`config.mk`:
```
export PLATFORM = sky130hd
export DESIGN_NAME = accumulator_bank_flat
export DESIGN_NICKNAME = d
export VERILOG_FILES = /design/src/rtl/accumulator_bank_if.sv /design/src/rtl/accumulator_bank.sv /design/src/flat_wrapper.sv
export SDC_FILE = /design/constraint.sdc
export NUM_CORES = 1
export LEC_CHECK = 0
export BUFFER_PORTS_ARGS = -buffer_cell sky130_fd_sc_hd__buf_2
export CAP_MARGIN = 20
export CORE_UTILIZATION = 30
export DETAILED_ROUTE_END_ITERATION = 12
export SKIP_LAST_GASP = 1
export SLEW_MARGIN = 10
export SYNTH_ARGS = -nofsm -noshare
export SYNTH_HDL_FRONTEND = slang
export SYNTH_SLANG_ARGS = --single-unit
```
`constraint.sdc`:
```
create_clock -name i_clk -period 8.7 [get_ports i_clk]
set_input_delay 1.305 -clock i_clk [delete_from_list [all_inputs] [get_ports i_clk]]
set_output_delay 1.305 -clock i_clk [all_outputs]
set_load 0.005 [all_outputs]
```
`src/rtl/accumulator_bank_if.sv`:
```
// -----------------------------------------------------------------------------
// accumulator_bank_if
// Bundles the request, direct-write, read and status signals of
// accumulator_bank. The master modport drives requests, writes and read
// selects; the slave modport (the bank) drives grants, read data and status.
//
// Signals:
//   req_valid [N_REQ][N_ACC]          add request, requester r -> accumulator a
//   req_data  [N_REQ][N_ACC]x DW      addend for that request
//   req_ready [N_REQ][N_ACC]          grant (accepted when valid & ready)
//   wr_en / wr_sel / wr_data          direct overwrite of one accumulator
//   wr_ready                          selected accumulator has nothing in flight
//   rd_sel / rd_data                  combinational read of committed value
//   all_ready / no_req / idle         bank-wide status
// -----------------------------------------------------------------------------
interface accumulator_bank_if #(
  parameter int N_REQ      = 4,
  parameter int N_ACC      = 3,
  parameter int DATA_WIDTH = 32
);
  localparam int SEL_W = (N_ACC > 1) ? $clog2(N_ACC) : 1;

  logic [N_REQ-1:0][N_ACC-1:0]                 req_valid;
  logic [N_REQ-1:0][N_ACC-1:0][DATA_WIDTH-1:0] req_data;
  logic [N_REQ-1:0][N_ACC-1:0]                 req_ready;
  logic                                        wr_en;
  logic [SEL_W-1:0]                            wr_sel;
  logic [DATA_WIDTH-1:0]                       wr_data;
  logic                                        wr_ready;
  logic [SEL_W-1:0]                            rd_sel;
  logic [DATA_WIDTH-1:0]                       rd_data;
  logic                                        all_ready;
  logic                                        no_req;
  logic                                        idle;

  modport master (
    output req_valid, req_data, wr_en, wr_sel, wr_data, rd_sel,
    input  req_ready, wr_ready, rd_data, all_ready, no_req, idle
  );

  modport slave (
    input  req_valid, req_data, wr_en, wr_sel, wr_data, rd_sel,
    output req_ready, wr_ready, rd_data, all_ready, no_req, idle
  );
endinterface

```
`src/rtl/accumulator_bank.sv`:
```
// -----------------------------------------------------------------------------
// accumulator_bank
// N_ACC independent accumulators, each shared by N_REQ requesters through a
// round-robin arbiter. An accepted add completes LATENCY cycles after its
// dispatch edge; a new add may be dispatched on the very edge the previous one
// retires, using the retiring result as its operand (bypass). A direct write
// can overwrite an accumulator that has nothing in flight and wins over a
// dispatch to the same accumulator in the same cycle.
//
// Ports:
//   i_clk    clock, rising edge
//   i_reset  synchronous active-high reset
//   bus      accumulator_bank_if.slave (requests, write, read, status)
// -----------------------------------------------------------------------------
module accumulator_bank #(
  parameter int N_REQ      = 4,
  parameter int N_ACC      = 3,
  parameter int DATA_WIDTH = 32,
  parameter int LATENCY    = 6
) (
  input  logic              i_clk,
  input  logic              i_reset,
  accumulator_bank_if.slave bus
);
  localparam int SEL_W = (N_ACC > 1) ? $clog2(N_ACC) : 1;
  localparam int PTR_W = (N_REQ > 1) ? $clog2(N_REQ) : 1;
  localparam int CNT_W = $clog2(LATENCY) + 1;

  localparam logic [CNT_W-1:0] CNT_LOAD = CNT_W'(LATENCY);
  localparam logic [CNT_W-1:0] CNT_ONE  = CNT_W'(1);

  // State per accumulator. r_pend holds the sum of the add in flight; it is
  // committed into r_acc on the edge where the countdown reaches zero, which
  // is exactly LATENCY edges after dispatch.
  logic [DATA_WIDTH-1:0] r_acc  [N_ACC];
  logic [DATA_WIDTH-1:0] r_pend [N_ACC];
  logic [CNT_W-1:0]      r_cnt  [N_ACC];
  logic [PTR_W-1:0]      r_ptr  [N_ACC];

  logic [N_ACC-1:0]      w_wr_hit;
  logic [N_ACC-1:0]      w_can_accept;
  logic [N_ACC-1:0]      w_fire;
  logic [N_ACC-1:0]      w_cnt_le1;
  logic [N_ACC-1:0]      w_cnt_zero;
  logic [PTR_W-1:0]      w_grant_idx [N_ACC];
  logic [DATA_WIDTH-1:0] w_sum       [N_ACC];
  logic                  w_wr_sel_ok;
  logic                  w_rd_sel_ok;

  // Requester index 'offset' places after 'base', wrapped modulo N_REQ.
  function automatic int rr_index(input int base, input int offset);
    int k;
    k = base + offset;
    if (k >= N_REQ) k = k - N_REQ;
    return k;
  endfunction

  assign w_wr_sel_ok = (int'(bus.wr_sel) < N_ACC);
  assign w_rd_sel_ok = (int'(bus.rd_sel) < N_ACC);

  genvar gi, gr;
  generate
    for (gi = 0; gi < N_ACC; gi++) begin : g_acc
      logic                  w_found;
      logic [PTR_W-1:0]      w_idx;
      logic [DATA_WIDTH-1:0] w_opa;

      assign w_cnt_zero[gi] = (r_cnt[gi] == '0);
      assign w_cnt_le1[gi]  = (r_cnt[gi] <= CNT_ONE);

      // A write only fires on an idle accumulator; when it fires it takes
      // the slot and the arbiter sees no capacity this cycle.
      assign w_wr_hit[gi]     = bus.wr_en && w_wr_sel_ok &&
                                (int'(bus.wr_sel) == gi) && w_cnt_zero[gi];
      assign w_can_accept[gi] = w_cnt_le1[gi] && !w_wr_hit[gi];

      // First valid requester at or after the round-robin pointer.
      always_comb begin
        w_found = 1'b0;
        w_idx   = '0;
        for (int o = 0; o < N_REQ; o++) begin
          if (!w_found && bus.req_valid[rr_index(int'(r_ptr[gi]), o)][gi]) begin
            w_found = 1'b1;
            w_idx   = PTR_W'(rr_index(int'(r_ptr[gi]), o));
          end
        end
      end

      assign w_fire[gi]      = w_found && w_can_accept[gi];
      assign w_grant_idx[gi] = w_idx;

      // count==1 means the in-flight result retires on this same edge, so it
      // is the up-to-date operand rather than the committed value.
      assign w_opa     = (r_cnt[gi] == CNT_ONE) ? r_pend[gi] : r_acc[gi];
      assign w_sum[gi] = w_opa + bus.req_data[w_idx][gi];

      for (gr = 0; gr < N_REQ; gr++) begin : g_req
        assign bus.req_ready[gr][gi] = w_fire[gi] && (int'(w_idx) == gr);
      end
    end
  endgenerate

  always_ff @(posedge i_clk) begin
    if (i_reset) begin
      for (int a = 0; a < N_ACC; a++) begin
        r_acc[a]  <= '0;
        r_pend[a] <= '0;
        r_cnt[a]  <= '0;
        r_ptr[a]  <= '0;
      end
    end else begin
      for (int a = 0; a < N_ACC; a++) begin
        // A write needs count==0 and retirement needs count==1, so the two
        // never target the same accumulator on the same edge.
        if (w_wr_hit[a]) begin
          r_acc[a] <= bus.wr_data;
        end else if (r_cnt[a] == CNT_ONE) begin
          r_acc[a] <= r_pend[a];
        end

        if (w_fire[a]) begin
          r_pend[a] <= w_sum[a];
          r_cnt[a]  <= CNT_LOAD;
          r_ptr[a]  <= (int'(w_grant_idx[a]) == N_REQ - 1) ? '0
                                                            : w_grant_idx[a] + PTR_W'(1);
        end else if (!w_cnt_zero[a]) begin
          r_cnt[a] <= r_cnt[a] - CNT_ONE;
        end
      end
    end
  end

  // Out-of-range selects read as zero and report not-ready.
  assign bus.wr_ready  = w_wr_sel_ok && w_cnt_zero[bus.wr_sel];
  assign bus.rd_data   = w_rd_sel_ok ? r_acc[bus.rd_sel] : '0;
  assign bus.all_ready = &w_cnt_le1;
  assign bus.idle      = &w_cnt_zero;
  assign bus.no_req    = ~|bus.req_valid;
endmodule

```
`src/flat_wrapper.sv`:
```
// flat-port wrapper written by rule: the top's interface ports become plain ports
module accumulator_bank_flat 
#(
  parameter int N_REQ      = 4,
  parameter int N_ACC      = 3,
  parameter int DATA_WIDTH = 32,
  parameter int LATENCY    = 6
)
  (i_clk, i_reset, bus_req_valid, bus_req_data, bus_wr_en, bus_wr_sel, bus_wr_data, bus_rd_sel, bus_req_ready, bus_wr_ready, bus_rd_data, bus_all_ready, bus_no_req, bus_idle);
  accumulator_bank_if #(.N_REQ(N_REQ), .N_ACC(N_ACC), .DATA_WIDTH(DATA_WIDTH)) bus_i ();
  input  logic i_clk;
  input  logic i_reset;
  input wire logic [$bits(bus_i.req_valid)-1:0] bus_req_valid;
  input wire logic [$bits(bus_i.req_data)-1:0] bus_req_data;
  input wire logic [$bits(bus_i.wr_en)-1:0] bus_wr_en;
  input wire logic [$bits(bus_i.wr_sel)-1:0] bus_wr_sel;
  input wire logic [$bits(bus_i.wr_data)-1:0] bus_wr_data;
  input wire logic [$bits(bus_i.rd_sel)-1:0] bus_rd_sel;
  output wire logic [$bits(bus_i.req_ready)-1:0] bus_req_ready;
  output wire logic [$bits(bus_i.wr_ready)-1:0] bus_wr_ready;
  output wire logic [$bits(bus_i.rd_data)-1:0] bus_rd_data;
  output wire logic [$bits(bus_i.all_ready)-1:0] bus_all_ready;
  output wire logic [$bits(bus_i.no_req)-1:0] bus_no_req;
  output wire logic [$bits(bus_i.idle)-1:0] bus_idle;
  assign bus_i.req_valid = bus_req_valid;
  assign bus_i.req_data = bus_req_data;
  assign bus_i.wr_en = bus_wr_en;
  assign bus_i.wr_sel = bus_wr_sel;
  assign bus_i.wr_data = bus_wr_data;
  assign bus_i.rd_sel = bus_rd_sel;
  assign bus_req_ready = bus_i.req_ready;
  assign bus_wr_ready = bus_i.wr_ready;
  assign bus_rd_data = bus_i.rd_data;
  assign bus_all_ready = bus_i.all_ready;
  assign bus_no_req = bus_i.no_req;
  assign bus_idle = bus_i.idle;
  accumulator_bank #(.N_REQ(N_REQ), .N_ACC(N_ACC), .DATA_WIDTH(DATA_WIDTH), .LATENCY(LATENCY)) u_core (.i_clk(i_clk), .i_reset(i_reset), .bus(bus_i));
endmodule
```
==> impl_metrics.toml <==
[synthesis]
synth-seq-cells = 210
ys_seq_area_share_pct = 33.7
simple_gate_fraction_of_synth_area_pct = 26.3
synth-edff-count = 210
synth_top_flop_cell = "sky130_fd_sc_hd__edfxtp_1"
synthesis.area_per_instance_sq_um = 8.04
yosys_warnings = 0
synth-async-reset-ratio_pct = 0
number_of_instances_in_the_synthesized_netlist = 2326
yosys.area_share.adder_pct = 7.81
syn-num-nets = 2876
unique_cell_type_count_in_the_yosys_netlist = 75
yosys-mux-area-fraction_pct = 6.35
syn_area_sq_um = 18700
combinational_family_with_the_most_area_after_synthesis = "simple AND/OR/NAND/NOR gates"
synth_xor_area_share_pct = 3.09
synth_area_in_compound_gates_pct = 19.0

[global_routing]
grt.busiest_layer = "met2"
gr-total-overflow = 0
antenna_found_initial = 13
gr-usage-met2_pct = 34.7
gr-usage-met1_pct = 29.2
gr-usage-all-layers_pct = 21.6
gr-usage-met3_pct = 5.01
grt_first_pass_wirelength_mm = 105
vias_in_the_first_global_route = 17700
grt_max_degree = 67

[placed_design]
dp.cells = 3533
portBuffers = 482
globalplace.congestion = 0.893
dpl.hpwl_mm = 56.4

[die]
initial_util_pct = 30.3
rows = 91
core-area_sq_um = 61700
fp.dieH_microns = 252
io_pins = 483
fp.dieArea_sq_um = 63400
die-width_microns = 252

[cells_and_area]
layout.cells.most_common = "sky130_fd_sc_hd__nand2_1"
finish.net_count = 3274
mostFrequentLayoutCells = "682 x sky130_fd_sc_hd__nand2_1, 482 x sky130_fd_sc_hd__buf_2, 210 x sky130_fd_sc_hd__edfxtp_1"
layout-area-overhead-vs-synth_pct = 21.5
layout-drive-gt1-share_pct = 23.6
finalNonFillerCells = 3582

[clock_network]
post_cts.repair.setup_buffers = 0
cts.sinks = 210
clk_pin_slew_ns = 0.06
worstSkewPairLatency_ns = 0.53
cts.hold.buffers_added = 0
cts-buffers-inserted = 25
cts_tree = "done"
cts.htree.levels = 1
ctsRootBufferMaster = "sky130_fd_sc_hd__clkbuf_16"
clockBufferDepth = 3
cts_resized = 0

[power_and_ir_drop]
swShare_pct = 47.5
power.combinational.fraction_pct = 64.4
pwr_density_cell_nw_per_um2 = 373
p_int_uw = 4450
ir_worst_vdd_mv = 0.183
p_switching_uw = 4030
clock_power_share_pct = 12.5
leakage_uw = 0.0105
pwr-share-seq_pct = 23.1

[route]
detail_route.vias_per_cell = 5.29
post_drt_wl_per_cell_microns = 20.0
drt_drc_violations_left = 4
detail-route-antenna-nets = 0
dr.first_iter.drc_count = 1644
detailedRoute.firstPassIterationCount = 11
vias = 19000
routed_wirelength_mm = 71.6

[worst_hold_path]
hold_path_end = "u_core.r_acc[2][15]"
timing.hold.worst_path_depth = 1
hold_class = "flop to flop"
min_from = "u_core.r_pend[0][79]"

[critical_path]
worstSetupStartpointType = "primary input"
r2r_cells = 18
worstSetupEndpointType = "flop"
worst-endpoint-required_ns = 8.98
worst-path-max-fanout = 66
register_to_register_setup_slack_ns = 3.56
critical_path.reg2reg.startpoint = "u_core.r_ptr[0][1]"
timing.rr.end = "u_core.r_pend[0][28]"
arrival_worst_endpoint_ns = 5.80
timing.setup.critical_path_class = "primary input to flop"

[sta]
worst_slew_pin_slew_ns = 1.10
finalMaxSlewViolations = 0
final.period_utilization_pct = 63.5
clock_skew_ns = 0.0159
relSlewSlack_pct = 26.8
fmax_mhz = 181
timing.final.hold_violations = 0
finalSetupTns_ns = 0
timing.final.crit_period_ns = 5.52
setup_viol = 0
rsz_0062_raised_after_global_routing = "false"
hold_ws_ns = 0.565

[outcome]
failing_checks = "DRC"
outcome = "complete, but fails checks"

[job]
max-cap-violations = 0
worst max path at each step:
stage                     startpoint                    to  slack (ns)  cells past startpoint
finish              bus_req_valid[6]  u_core.r_pend[0][28]        3.18                     19
global route        bus_req_valid[6]  u_core.r_pend[0][28]        2.65                     19
CTS                 bus_req_valid[6]  u_core.r_pend[0][28]        3.23                     19
detailed placement  bus_req_valid[6]  u_core.r_pend[0][28]        2.68                     19
global placement    bus_req_valid[6]  u_core.r_pend[0][24]        2.67                     19
floorplan           bus_req_valid[8]  u_core.r_pend[0][95]        3.88                     18
cells in the mapped netlist (4+ instances only):
library cell / n / area share, %
sky130_fd_sc_hd__xor2_1: 20 / 0.94
sky130_fd_sc_hd__a32o_1: 4 / 0.21
sky130_fd_sc_hd__o21a_1: 26 / 1.0
sky130_fd_sc_hd__and3_1: 109 / 3.6
sky130_fd_sc_hd__buf_2: 17 / 0.45
sky130_fd_sc_hd__nand2b_1: 9 / 0.30
sky130_fd_sc_hd__buf_1: 14 / 0.28
sky130_fd_sc_hd__a211o_1: 4 / 0.19
sky130_fd_sc_hd__o21bai_1: 10 / 0.40
sky130_fd_sc_hd__and2_1: 37 / 1.2
sky130_fd_sc_hd__a21o_1: 60 / 2.4
sky130_fd_sc_hd__or2_2: 7 / 0.23
sky130_fd_sc_hd__mux2i_1: 49 / 2.6
sky130_fd_sc_hd__and4_1: 8 / 0.37
sky130_fd_sc_hd__a21boi_0: 4 / 0.16
sky130_fd_sc_hd__a22o_1: 28 / 1.3
sky130_fd_sc_hd__clkbuf_1: 106 / 2.1
sky130_fd_sc_hd__or4_1: 7 / 0.28
sky130_fd_sc_hd__a211oi_1: 26 / 1.0
sky130_fd_sc_hd__ha_1: 112 / 7.5
sky130_fd_sc_hd__or3_1: 6 / 0.20
sky130_fd_sc_hd__nor2b_1: 16 / 0.54
sky130_fd_sc_hd__inv_1: 37 / 0.74
sky130_fd_sc_hd__o211ai_1: 9 / 0.36
sky130_fd_sc_hd__nand2_1: 682 / 14
sky130_fd_sc_hd__mux2_2: 62 / 3.7
sky130_fd_sc_hd__a2111oi_0: 7 / 0.33
sky130_fd_sc_hd__o21ai_1: 4 / 0.11
sky130_fd_sc_hd__o31ai_1: 9 / 0.36
sky130_fd_sc_hd__nor2_1: 104 / 2.1
sky130_fd_sc_hd__xnor2_1: 46 / 2.2
sky130_fd_sc_hd__nor3b_1: 19 / 0.76
sky130_fd_sc_hd__a41oi_1: 4 / 0.19
sky130_fd_sc_hd__nand3_1: 16 / 0.43
sky130_fd_sc_hd__nand4_1: 7 / 0.23
sky130_fd_sc_hd__a31oi_1: 102 / 3.4
sky130_fd_sc_hd__a21oi_1: 149 / 4.0
sky130_fd_sc_hd__nor3_1: 43 / 1.2
sky130_fd_sc_hd__edfxtp_1: 210 / 34
sky130_fd_sc_hd__o21ai_0: 77 / 2.1
power by group through the flow:
stage | combinational (uW) | clock [uW] | sequential [uW]
6_report | 5460 | 1060 | 1960
5_1_grt | 6060 | 1110 | 2000
4_1_cts | 5440 | 1080 | 1950
3_5_place_dp | 5410 | 0 | 1970
3_3_place_gp | 5400 | 0 | 1970
2_1_floorplan | 4010 | 0 | 1840
per-layer routing:
layer,vias to the layer above,wire [microns]
met1,8869,30900
met4,22,1520
li1,9170,-
met5,-,135
met3,91,6630
met2,808,32400
cell families (layout without fill, tap and decap cells):
group,Yosys count,count (layout)
flip-flops,210,210
AND/OR/NAND/NOR,1093,1093
adder cells (fa/ha/maj),115,115
XOR/XNOR,66,66
other,0,2
multiplexers,111,111
buffers and inverters,179,596
AO/OA/AOI/OAI,552,552
state kept, by name (all words and copies together), names as in the netlist:
signal	count
u_core.r_acc	96
u_core.r_pend	96
u_core.r_cnt	12
u_core.r_ptr	6
critical path, cell delays in order:
cell                       delay (ns)
sky130_fd_sc_hd__buf_2           0.12
sky130_fd_sc_hd__mux2i_1         0.13
sky130_fd_sc_hd__nor2_1          0.06
sky130_fd_sc_hd__nor3_2          0.14
sky130_fd_sc_hd__buf_4           0.54
sky130_fd_sc_hd__inv_2           0.59
sky130_fd_sc_hd__nand2_1         0.19
sky130_fd_sc_hd__and3_1          0.17
sky130_fd_sc_hd__a31oi_1         0.05
sky130_fd_sc_hd__ha_1            0.28
sky130_fd_sc_hd__fa_1            0.46
sky130_fd_sc_hd__a21oi_1         0.24
sky130_fd_sc_hd__o211ai_1        0.16
sky130_fd_sc_hd__and3_1          0.23
sky130_fd_sc_hd__a211oi_2        0.44
sky130_fd_sc_hd__o41ai_2         0.16
sky130_fd_sc_hd__a22oi_1         0.26
sky130_fd_sc_hd__or4b_1          0.16
sky130_fd_sc_hd__nand3_1         0.07
metrics by stage:
| step | total power, uW | utilization (%) | worst slack (ns) | area [sq um] |
|---|---|---|---|---|
| detailed placement | 7380 | 35.5 | 2.68 | 21900 |
| finish | 8480 | 36.8 | 3.18 | 22700 |
| global route | 9160 | 36.8 | 2.65 | 22700 |
| floorplan | 5850 | - | 3.88 | 18700 |
| CTS | 8470 | 36.8 | 3.23 | 22700 |
| global placement | 7370 | 35.5 | 2.67 | 21900 |
final cells by class:
type,count,area [sq um]
antenna,2,5.00
multi-input combinational,1937,11800
clock inverter,15,169
sequential,210,6310
fill,6597,39000
timing repair buffer,510,2640
clock buffer,31,648
inverter,40,150
tap,837,1050
Power figures use the tool's default switching activity.
